File: src/rtl/xgriscv_pc_unit.sv
// Program-counter unit: owns the PC, the fetch-valid handshake and branch/jump redirects.
// Optional perf counters are built only when XGRISCV_PC_PERF_EN is defined.
module xgriscv_pc_unit #(
  parameter int              XLEN       = 32,
  parameter logic [XLEN-1:0] RESET_PC   = '0,
  parameter int              ILEN_BYTES = 4,
  parameter int              CNT_W      = 32
) (
  input  logic            clk,
  input  logic            rstn,
  input  logic            stall,
  input  logic            ex_valid,
  input  logic            ex_branch,
  input  logic            ex_jal,
  input  logic            ex_jalr,
  input  logic [2:0]      ex_funct3,
  input  logic            ex_eq,
  input  logic            ex_lt,
  input  logic            ex_ltu,
  input  logic [XLEN-1:0] ex_pc,
  input  logic [XLEN-1:0] ex_imm,
  input  logic [XLEN-1:0] ex_rs1,
  output logic [XLEN-1:0] pc,
  output logic [XLEN-1:0] pc_plus,
  output logic            fetch_valid,
  output logic            flush,
  output logic [XLEN-1:0] redirect_pc,
  output logic            fault,
  output logic [CNT_W-1:0] perf_branches,
  output logic [CNT_W-1:0] perf_redirects
);

  typedef enum logic [1:0] {BOOT, RUN, HALT} state_t;

  localparam logic [XLEN-1:0] INC = XLEN'(ILEN_BYTES);

  state_t          state_q, state_d;
  logic [XLEN-1:0] pc_q, pc_d;
  logic [XLEN-1:0] redirect_q;
  logic            taken;
  logic            redirect;
  logic            misaligned;
  logic [XLEN-1:0] jalr_sum;
  logic [XLEN-1:0] target;

  always_comb begin
    taken = 1'b0;
    case (ex_funct3)
      3'b000:  taken = ex_eq;
      3'b001:  taken = !ex_eq;
      3'b100:  taken = ex_lt;
      3'b101:  taken = !ex_lt;
      3'b110:  taken = ex_ltu;
      3'b111:  taken = !ex_ltu;
      default: taken = 1'b0;
    endcase
  end

  assign redirect = ex_valid & ((ex_branch & taken) | ex_jal | ex_jalr);
  assign jalr_sum = ex_rs1 + ex_imm;

  // jalr outranks jal/branch when decode flags overlap
  always_comb begin
    target = ex_pc + ex_imm;
    if (ex_jalr) target = {jalr_sum[XLEN-1:1], 1'b0};
  end

  always_comb begin
    misaligned = |target[1:0];
    if (ILEN_BYTES == 2) misaligned = target[0];
  end

  // Redirect wins over stall; reset suppresses any pending flush.
  always_comb begin
    state_d = state_q;
    pc_d    = pc_q;
    flush   = 1'b0;
    case (state_q)
      BOOT: state_d = RUN;
      RUN: begin
        if (redirect && !misaligned) begin
          pc_d  = target;
          flush = rstn;
        end else if (redirect) begin
          state_d = HALT;
        end else if (!stall) begin
          pc_d = pc_q + INC;
        end
      end
      HALT:    state_d = HALT;
      default: state_d = BOOT;
    endcase
  end

  always_ff @(posedge clk) begin
    if (!rstn) begin
      state_q    <= BOOT;
      pc_q       <= RESET_PC;
      redirect_q <= '0;
    end else begin
      state_q <= state_d;
      pc_q    <= pc_d;
      if (flush) redirect_q <= target;
    end
  end

  assign pc          = pc_q;
  assign pc_plus     = pc_q + INC;
  assign fetch_valid = (state_q == RUN);
  assign fault       = (state_q == HALT);
  assign redirect_pc = flush ? target : redirect_q;

`ifdef XGRISCV_PC_PERF_EN
  logic [CNT_W-1:0] br_cnt, rd_cnt;

  // Both counters saturate at all-ones
  always_ff @(posedge clk) begin
    if (!rstn) begin
      br_cnt <= '0;
      rd_cnt <= '0;
    end else begin
      if ((state_q == RUN) && ex_valid && ex_branch && !(&br_cnt))
        br_cnt <= br_cnt + CNT_W'(1);
      if (flush && !(&rd_cnt))
        rd_cnt <= rd_cnt + CNT_W'(1);
    end
  end

  assign perf_branches  = br_cnt;
  assign perf_redirects = rd_cnt;
`else
  assign perf_branches  = '0;
  assign perf_redirects = '0;
`endif

endmodule

File: config.mk
export PLATFORM = sky130hd
export DESIGN_NAME = xgriscv_pc_unit
export DESIGN_NICKNAME = d
export VERILOG_FILES = /design/src/rtl/xgriscv_pc_unit.sv
export SDC_FILE = /design/constraint.sdc
export NUM_CORES = 1
export LEC_CHECK = 0
export ABC_AREA = 1
export CORE_MARGIN = 8
export CORE_UTILIZATION = 49
export CTS_CLUSTER_SIZE = 12
export DETAILED_ROUTE_END_ITERATION = 10
export PLACE_DENSITY_LB_ADDON = 0.25
export SYNTH_ARGS = -nofsm -noshare
export SYNTH_HDL_FRONTEND = slang
export SYNTH_SLANG_ARGS = --single-unit
File: constraint.sdc
create_clock -name clk -period 2.6 [get_ports clk]
set_input_delay 0.26 -clock clk [delete_from_list [all_inputs] [get_ports clk]]
set_output_delay 0.26 -clock clk [all_outputs]
set_load 0.02 [all_outputs]
==> metrics, run 1 <==
via/cell ratio=5.37; mapped cell area=9040 um^2; Storage cell area=1320 um^2; cells after synthesis=1622; DRC=0; vias in the first global route=between 10000 and 15000; Synth top cells by count=nand2_1, inv_1, nand3_1; reg2reg start=state_q[1]$_SDFFE_PN0P_; Boundary Pins=272; proportion of layout cells with a drive suffix above 1=0.302; Num CTS Buffers=9; Worst R2R Path Depth=14; total power draw=about 6.4 mW; CTS clk-pin slew, worst paths=50 ps; Worst Path Required=between 2000 and 2500 ps; HPWL after DPL=28200 um; Post-synth EDFFs=0; # fillers=1256; DR vias=around 12000; PortBufs=just over 200; Max-Cap Viols=0; Starting DRT DRC Count=1009; Die X=152 um; count leader, synth=nand2_1; clk sink count=66; Die ar.=23000 um^2; Routed Antenna Nets=0; peak supply drop=0.548 mV; final setup vio count=0; CP endpoint kind=output port; CTS H-tree lvls=3; CTS tree=yes; Pre-antenna DRT Iters=8; setup_tns=0 ps; Power Dens Cells=roughly 430 nW/um^2; share of the synthesized area in the top cell type=0.245; RSZ-0062 raised after global routing=yes; row cnt=49; crit-path max FO=4; Synth Warn #=0; Synth-to-Final Area Change=64.3%; Critical Path End=redirect_pc[30]; total core area=18000 um^2; Worst Setup SP=ex_imm[13]; GPL Wtd Cong=0.979; Post-synth ARST share=0; DP Worst Slack=-852 ps; skew final=roughly 5.6 ps; Tcrit/Tclk final=0.994; Seq/Total Area, Yosys=0.146; worst reg2reg endpoint=redirect_q[12]$_SDFF_PN0_; hold_buf cts=0; max-slew violation count=0; fmax=slightly below 0.4 GHz; status=finished clean; DR WL/cell=17.2 um; FF+latch count, synth=66; main area contributors after synthesis=nand2_1, dfxtp_1, inv_1, ha_1, nand3_1; Leakage Power=8.14 nW; final setup margin=15.5 ps; library cells used by synthesis=47; global-route wire length before repair=59100 um; Post-synth top flop=dfxtp_1; Nets=approximately 2200; grt ovf=0; Antenna diodes=0; Clk Tree Root Cell=clkbuf_16; clock latency on the worst-skew pair=between 300 and 400 ps; Crit Path Class=primary input to output port; worst reg2reg setup slack=480 ps; Worst EP arrival=2320 ps; drt total wl=39200 um; Hold WC Path Type=flip-flop to flip-flop; initial antenna violation count=0; largest net degree at the start of global routing=35; syn avg cell area=5.57 um^2; Final Hold Violating Endpoints=0; clk buf depth=2; Die H=roughly 150 um; Starting Density=0.501; critical path startpoint category=primary input; Multi-input gate area=7980 um^2; global-route usage over all layers=0.306; min Tclk post-route=2580 ps; Synth area leader=nand2_1
[kinds of logic after synthesis]
family / Yosys count / share of synthesized area
buffers and inverters: 346 / 0.176
other: 1 / 0.000415
adders and majority gates: 67 / 0.0944
DFF: 66 / 0.146
xor gates and xnor gates: 34 / 0.0346
AOI/OAI and AO/OA: 188 / 0.110
muxes: 1 / 0.00111
and+or+nand+nor: 919 / 0.437
[power by group]
| group | switching, mW | leakage (nW) | internal (mW) |
|---|---|---|---|
| sequential | 0.136 | 0.535 | 1.14 |
| clock | 0.449 | 0.142 | 0.735 |
| combinational | 2.23 | 7.46 | 1.74 |
[cell type report]
cell class,count,share of cell area
multi-input combinational,1273,0.538
timing repair buffer,449,0.270
inverter,252,0.0644
sequential,66,0.0891
clock inverter,6,0.00388
tap,229,0.0193
clock buffer,10,0.0154
[registers in the layout, indices dropped and copies added, names as in the netlist]
register / flops
pc: 32
redirect_q: 32
state_q: 2
[metal layers]
| layer | up-vias | share of wire | global-route usage |
|---|---|---|---|
| met5 | - | 0 | 0 |
| li1 | 5833 | - | - |
| met2 | 659 | 0.48 | 0.527 |
| met3 | 147 | 0.074 | 0.0539 |
| met1 | 5626 | 0.40 | 0.362 |
| met4 | 0 | 0.050 | 0.140 |
[critical path: stages]
cell	delay, ps
dlygate4sd2_1	320
ha_4	330
nand2_2	80
inv_1	80
nand2_1	80
nor3_1	220
nand2_2	150
nand2_1	140
nand2_1	80
nand3_1	100
nand3_2	120
nand2_2	110
nand2_2	60
nand2_1	60
buf_4	130
[cell usage in the layout (no fill, tap or decap), drive strengths merged, types with 6 or more instances in the layout]
cell type,instances
nand2,604
buf,276
inv,250
nand3,133
nor2,125
a21oi,115
clkdlybuf4s50,75
dfxtp,66
ha,65
conb,64
o21ai,54
dlygate4sd2,46
dlymetal6s2s,42
xor2,25
nor3,23
clkbuf,17
nand4,13
nand3b,12
o21bai,9
xnor2,9
clkinv,6
[per-stage QoR]
stage               hold WS (ps)  utilization  cells  cell area, um^2
CTS                          473        0.781   2277            14100
detailed placement           464        0.701   2236            12600
global route                 484        0.824   2285            14800
floorplan                    398            -   1685             9270
global placement             455        0.701   2236            12600
finish                       468        0.824   2285            14800
[timing repair]
item / 4_1_cts / 5_1_grt
pin swaps: 39 / 65
resized for setup: 413 / 239
endpoints found under the setup margin: 49 / 45
setup buffers: 23 / 11
cloned: 2 / 0
[how the worst min path moves through the flow]
stage / depth (start not counted) / slack [ps] / end / startpoint
2_1_floorplan: 2 / 400 / pc[27]$_SDFFE_PN0P_ / rstn
3_3_place_gp: 2 / 460 / redirect_q[10]$_SDFF_PN0_ / redirect_q[10]$_SDFF_PN0_
3_5_place_dp: 2 / 460 / redirect_q[18]$_SDFF_PN0_ / redirect_q[18]$_SDFF_PN0_
4_1_cts: 2 / 470 / redirect_q[3]$_SDFF_PN0_ / redirect_q[3]$_SDFF_PN0_
5_1_grt: 2 / 480 / redirect_q[5]$_SDFF_PN0_ / redirect_q[5]$_SDFF_PN0_
6_report: 2 / 470 / redirect_q[21]$_SDFF_PN0_ / redirect_q[21]$_SDFF_PN0_
(Power assumes the default switching activity.)
==> inputs of run 2 (changes only) <==
Settings changed: CAP_MARGIN from default to 20, CORE_MARGIN 8 to 2.
==> metrics, run 2 (same netlist as run 1, synthesis figures left out) <==
status=finished, violations left; failing checks=negative setup slack; Met2 Wirelength=18100 um; Clk Tree Root Cell=clkbuf_16; HPWL after DPL=26200 um; Starting DRT DRC Count=1164; Worst R2R Path Depth=12; CP endpoint kind=output port; # placed instances=2220; DRT met1 WL=14100 um; P_sw=between 2 and 3 mW; Final Hold Violating Endpoints=0; skew final=6.46 ps; GPL Wtd Cong=1.01; sw frac=0.436; cell area after layout=between 10000 and 15000 um^2; critical path startpoint category=primary input; Worst Setup SP=ex_imm[0]; Hold WC Path Type=flip-flop to flip-flop; Worst Hold Path EP=redirect_q[6]$_SDFF_PN0_; DP Worst Slack=-821 ps; CTS clk-pin slew, worst paths=around 60 ps; Die X=between 100 and 150 um; initial antenna violation count=0; Reg power frac=0.198; DR vias=about 12000; # fillers=roughly 1200; RSZ-0062 raised after global routing=yes; hold_buf cts=0; HP Start=redirect_q[6]$_SDFF_PN0_; Pre-antenna DRT Iters=6; Max-Cap Viols=0; Tcrit/Tclk final=1.03; Boundary Pins=approximately 270; Post-Layout Cell Count=2255; Antenna diodes=0; combinational power share=0.600; Nets=approximately 2200; clk sink count=66; Num CTS Buffers=9; Routed Antenna Nets=0; setup_tns=-100 ps; PortBufs=207; Met3 Wirelength=3370 um; global-route usage over all layers=0.347; min Tclk post-route=2680 ps; fmax=between 0.3 and 0.4 GHz; Leakage Power=slightly above 8 nW; largest net degree at the start of global routing=35; Starting Density=0.501; Crit Path Class=primary input to output port; commonest non-fill, non-tap cell in the layout=nand2_1; row cnt=49; worst reg2reg endpoint=pc[26]$_SDFFE_PN0P_; most frequent cells in the layout=nand2_1, inv_1, buf_4; grt ovf=0; Die H=around 140 um; top layer reached by signal wires=met4; DRC=0; proportion of layout cells with a drive suffix above 1=0.299; CTS H-tree lvls=3; clock latency on the worst-skew pair=approximately 340 ps; Cell Int Power=around 3.7 mW; max-slew violation count=0; placed inst area=12500 um^2; reg2reg start=pc[2]$_SDFFE_PN0P_; final setup margin=-78.9 ps; Synth-to-Final Area Change=61.9%; global-route wire length before repair=about 56000 um; DR WL/cell=16.8 um; CTS tree=yes; clk buf depth=2; Die ar.=19500 um^2; total power draw=6.49 mW; worst reg2reg setup slack=590 ps; Worst Path Required=roughly 2300 ps; peak supply drop=0.500 mV; vias in the first global route=11500; via/cell ratio=around 5.5; Clock power frac=0.202; total core area=18000 um^2; hold path cells=2; Power Dens Cells=444 nW/um^2; crit-path max FO=4; Worst EP arrival=2420 ps; drt total wl=~38000 um; final setup vio count=2
## run 2: cell count changes in the layout (fill, tap and decap cells not counted), moves of 5 or more
cell and change:
buf_4 -35, buf_6 +5, clkbuf_2 +7, dlymetal6s2s_1 +12, dlygate4sd2_1 -16
## run 2: per-stage QoR
step,utilization,hold slack [ps]
2_1_floorplan,-,398
3_3_place_gp,0.694,452
3_5_place_dp,0.694,459
4_1_cts,0.769,469
5_1_grt,0.812,491
6_report,0.812,465
## run 2: worst max-delay path by stage
| stage | endpoint | cells past startpoint |
|---|---|---|
| final | redirect_pc[12] | 16 |
| after floorplan | redirect_pc[27] | 11 |
| after global placement | redirect_pc[12] | 16 |
| after global routing | redirect_pc[12] | 16 |
| after detailed placement | redirect_pc[12] | 16 |
| after CTS | redirect_pc[12] | 16 |
## run 2: worst max-delay path, stage by stage
cell             delay (ps)
clkdlybuf4s15_2         210
ha_4                    170
fa_2                    380
nand3_2                 110
nand3_2                  80
nand2_1                 100
nand2_2                 100
nand2_2                 120
nand2_4                  70
nand2_2                  60
nand2_1                  60
mux2i_2                 210
nand2_2                 110
o21ai_2                 100
inv_1                   110
buf_6                   140
## run 2: what timing repair did
item,4_1_cts,5_1_grt
pin swaps,36,55
endpoints found under the setup margin,49,44
cloned,1,0
resized for setup,395,269
buffers inserted,12,8
## run 2: final cells by class
| cell class | instances | area (um^2) | share of cell area |
|---|---|---|---|
| Multi-Input combinational cell | 1273 | 7970 | 0.545 |
| Timing Repair Buffer | 419 | 3780 | 0.258 |
| Clock inverter | 3 | 45.0 | 0.00308 |
| Tap cell | 229 | 287 | 0.0196 |
| Clock buffer | 13 | 280 | 0.0192 |
| Inverter | 252 | 948 | 0.0648 |
| Sequential cell | 66 | 1320 | 0.0905 |
## run 2: layer usage
metal | vias up | global-route usage
li1 | 5763 | -
met1 | 5521 | 0.414
met2 | 789 | 0.620
met3 | 217 | 0.0513
met4 | 0 | 0.145
met5 | - | 0
## run 2: power groups by stage
| stage | logic [mW] | registers (mW) | clock network, mW |
|---|---|---|---|
| after floorplan | 1.71 | 1.40 | 0 |
| after global placement | 3.29 | 1.29 | 0 |
| after detailed placement | 3.34 | 1.30 | 0 |
| after CTS | 3.58 | 1.28 | 1.31 |
| after global routing | 4.15 | 1.30 | 1.36 |
| final | 3.89 | 1.29 | 1.31 |
==> inputs of run 3 (changes only) <==
Settings changed: CORE_UTILIZATION 49 to 44.
Clock period 2.6 ns to 2.34 ns, I/O delays scaled along.
==> metrics, run 3 (same netlist as run 1, synthesis figures left out) <==
critical path startpoint category=primary input; CTS clk-pin slew, worst paths=60 ps; via/cell ratio=about 5.3; Clk Tree Root Cell=clkbuf_16; Leakage Power=8.21 nW; DR WL/cell=16.9 um; vias in the first global route=between 10000 and 15000; GPL Wtd Cong=~0.97; skew final=approximately 10 ps; fmax=0.413 GHz; Die X=between 100 and 150 um; Post-Layout Cell Count=2364; Tcrit/Tclk final=1.03; Num CTS Buffers=9; PortBufs=207; Reg power frac=0.189; min Tclk post-route=2420 ps; total power draw=7.52 mW; HPWL after DPL=26800 um; global-route wire length before repair=58000 um; Synth-to-Final Area Change=75.4%; clock latency on the worst-skew pair=roughly 340 ps; CTS tree=yes; final setup vio count=30; cells along the critical path=clkdlybuf4s50_1 > ha_4 > nand2_1 > nor2_1 > nand2_1 > nor2_1 > nand2_2 > nand2_1 > nand2_1 > nand3_1 > nand2_2 > nand2_2 > nand2_2 > buf_6; Worst Path Required=2110 ps; combinational power share=0.629; total core area=20200 um^2; DR vias=12600; Antenna diodes=0; Crit Path Class=primary input to output port; grt ovf=0; slowest stage delay, CP=approximately 440 ps; Worst EP arrival=2190 ps; Max-Cap Viols=0; RSZ-0062 raised after global routing=yes; proportion of layout cells with a drive suffix above 1=0.398; CP endpoint kind=output port; global-route usage over all layers=0.329; P_sw=between 3 and 4 mW; commonest non-fill, non-tap cell in the layout=nand2_1; Buf/Inv on CP=2; clk sink count=66; most frequent cells in the layout=nand2_1, buf_4, inv_1; slowest CP cell=clkdlybuf4s50_1; Final Hold Violating Endpoints=0; Hold WC Path Type=flip-flop to flip-flop; peak supply drop=0.401 mV; initial antenna violation count=0; Die ar.=21700 um^2; Starting DRT DRC Count=1021; Starting Density=0.448; Boundary Pins=approximately 270; drt total wl=about 40000 um; # placed instances=2288; DRC=0; Nets=2266; crit-path max FO=4; Pre-antenna DRT Iters=8; Routed Antenna Nets=0; final setup margin=-80.7 ps; sw frac=0.443; CTS H-tree lvls=3; row cnt=52; Clock power frac=0.182; failing checks=negative setup slack; largest net degree at the start of global routing=35; Power Dens Cells=475 nW/um^2; critical path's top delay family=simple AND/OR/NAND/NOR gates; Die H=between 100 and 150 um; max-slew violation count=0; clk buf depth=2; Cell Int Power=4.19 mW; hold_buf cts=0; status=finished, violations left
-- run 3: cell count changes in the layout (fill, tap and decap cells not counted), sizes merged, moves of 2 or more --
cell	previous run	this run
buf	243	329
clkinv	2	4
clkdlybuf4s50	71	60
clkdlybuf4s15	7	21
clkinvlp	2	0
dlygate4sd2	30	60
dlymetal6s2s	54	4
-- run 3: metal layers --
metal,global-route usage,up-vias,wire (um)
li1,-,5900,-
met1,0.396,5836,15400
met2,0.586,689,19800
met3,0.0410,175,2740
met4,0.144,0,2070
met5,0,-,0
-- run 3: path summary, 6_finish.rpt --
| kind | start | endpoint | slack [ps] | cells after the start |
|---|---|---|---|---|
| worst max register to register | pc[2]$_SDFFE_PN0P_ | pc[26]$_SDFFE_PN0P_ | 250 | 14 |
| worst min register to register | redirect_q[25]$_SDFF_PN0_ | redirect_q[25]$_SDFF_PN0_ | 470 | 2 |
| worst max-delay path | ex_rs1[27] | redirect_pc[30] | -80 | 14 |
| worst min-delay path | redirect_q[25]$_SDFF_PN0_ | redirect_q[25]$_SDFF_PN0_ | 470 | 2 |
-- run 3: timing repair --
action / CTS / global route
setup endpoints to repair: 88 / 56
pin swaps: 120 / 74
resized for setup: 709 / 281
cloned: 4 / 0
setup buffers: 40 / 22
-- run 3: through the flow --
stage | hold slack, ps | TNS (ps) | utilization | setup WS (ps) | instance area [um^2]
floorplan | 372 | 0 | - | 134 | 9270
global placement | 455 | -49890 | 0.633 | -1020 | 12800
detailed placement | 463 | -52230 | 0.633 | -1090 | 12800
CTS | 473 | -878 | 0.745 | -120 | 15000
global route | 494 | -4360 | 0.786 | -191 | 15800
finish | 470 | -1060 | 0.786 | -80.7 | 15800
-- run 3: power by group through the flow --
stage          combinational (mW)  sequential (mW)  clock (mW)
2_1_floorplan                1.90             1.55           0
3_3_place_gp                 3.76             1.42           0
3_5_place_dp                 3.81             1.42           0
4_1_cts                      4.29             1.40        1.34
5_1_grt                      5.04             1.44        1.41
6_report                     4.73             1.42        1.37
-- run 3: layout make-up --
cell class | count | area [um^2]
repair buffers | 488 | 4230
flip-flops and latches | 66 | 1330
inverters | 252 | 961
multi-input cells | 1273 | 8710
clock inverters | 3 | 40.0
well taps | 270 | 338
clock buffers | 12 | 246
fillers | 1433 | 4320
-- run 3: worst min-delay path, cell delays in order, from the launching register on --
cell and delay (ps):
dfxtp_1 300, nand2_2 60, a21oi_1 50
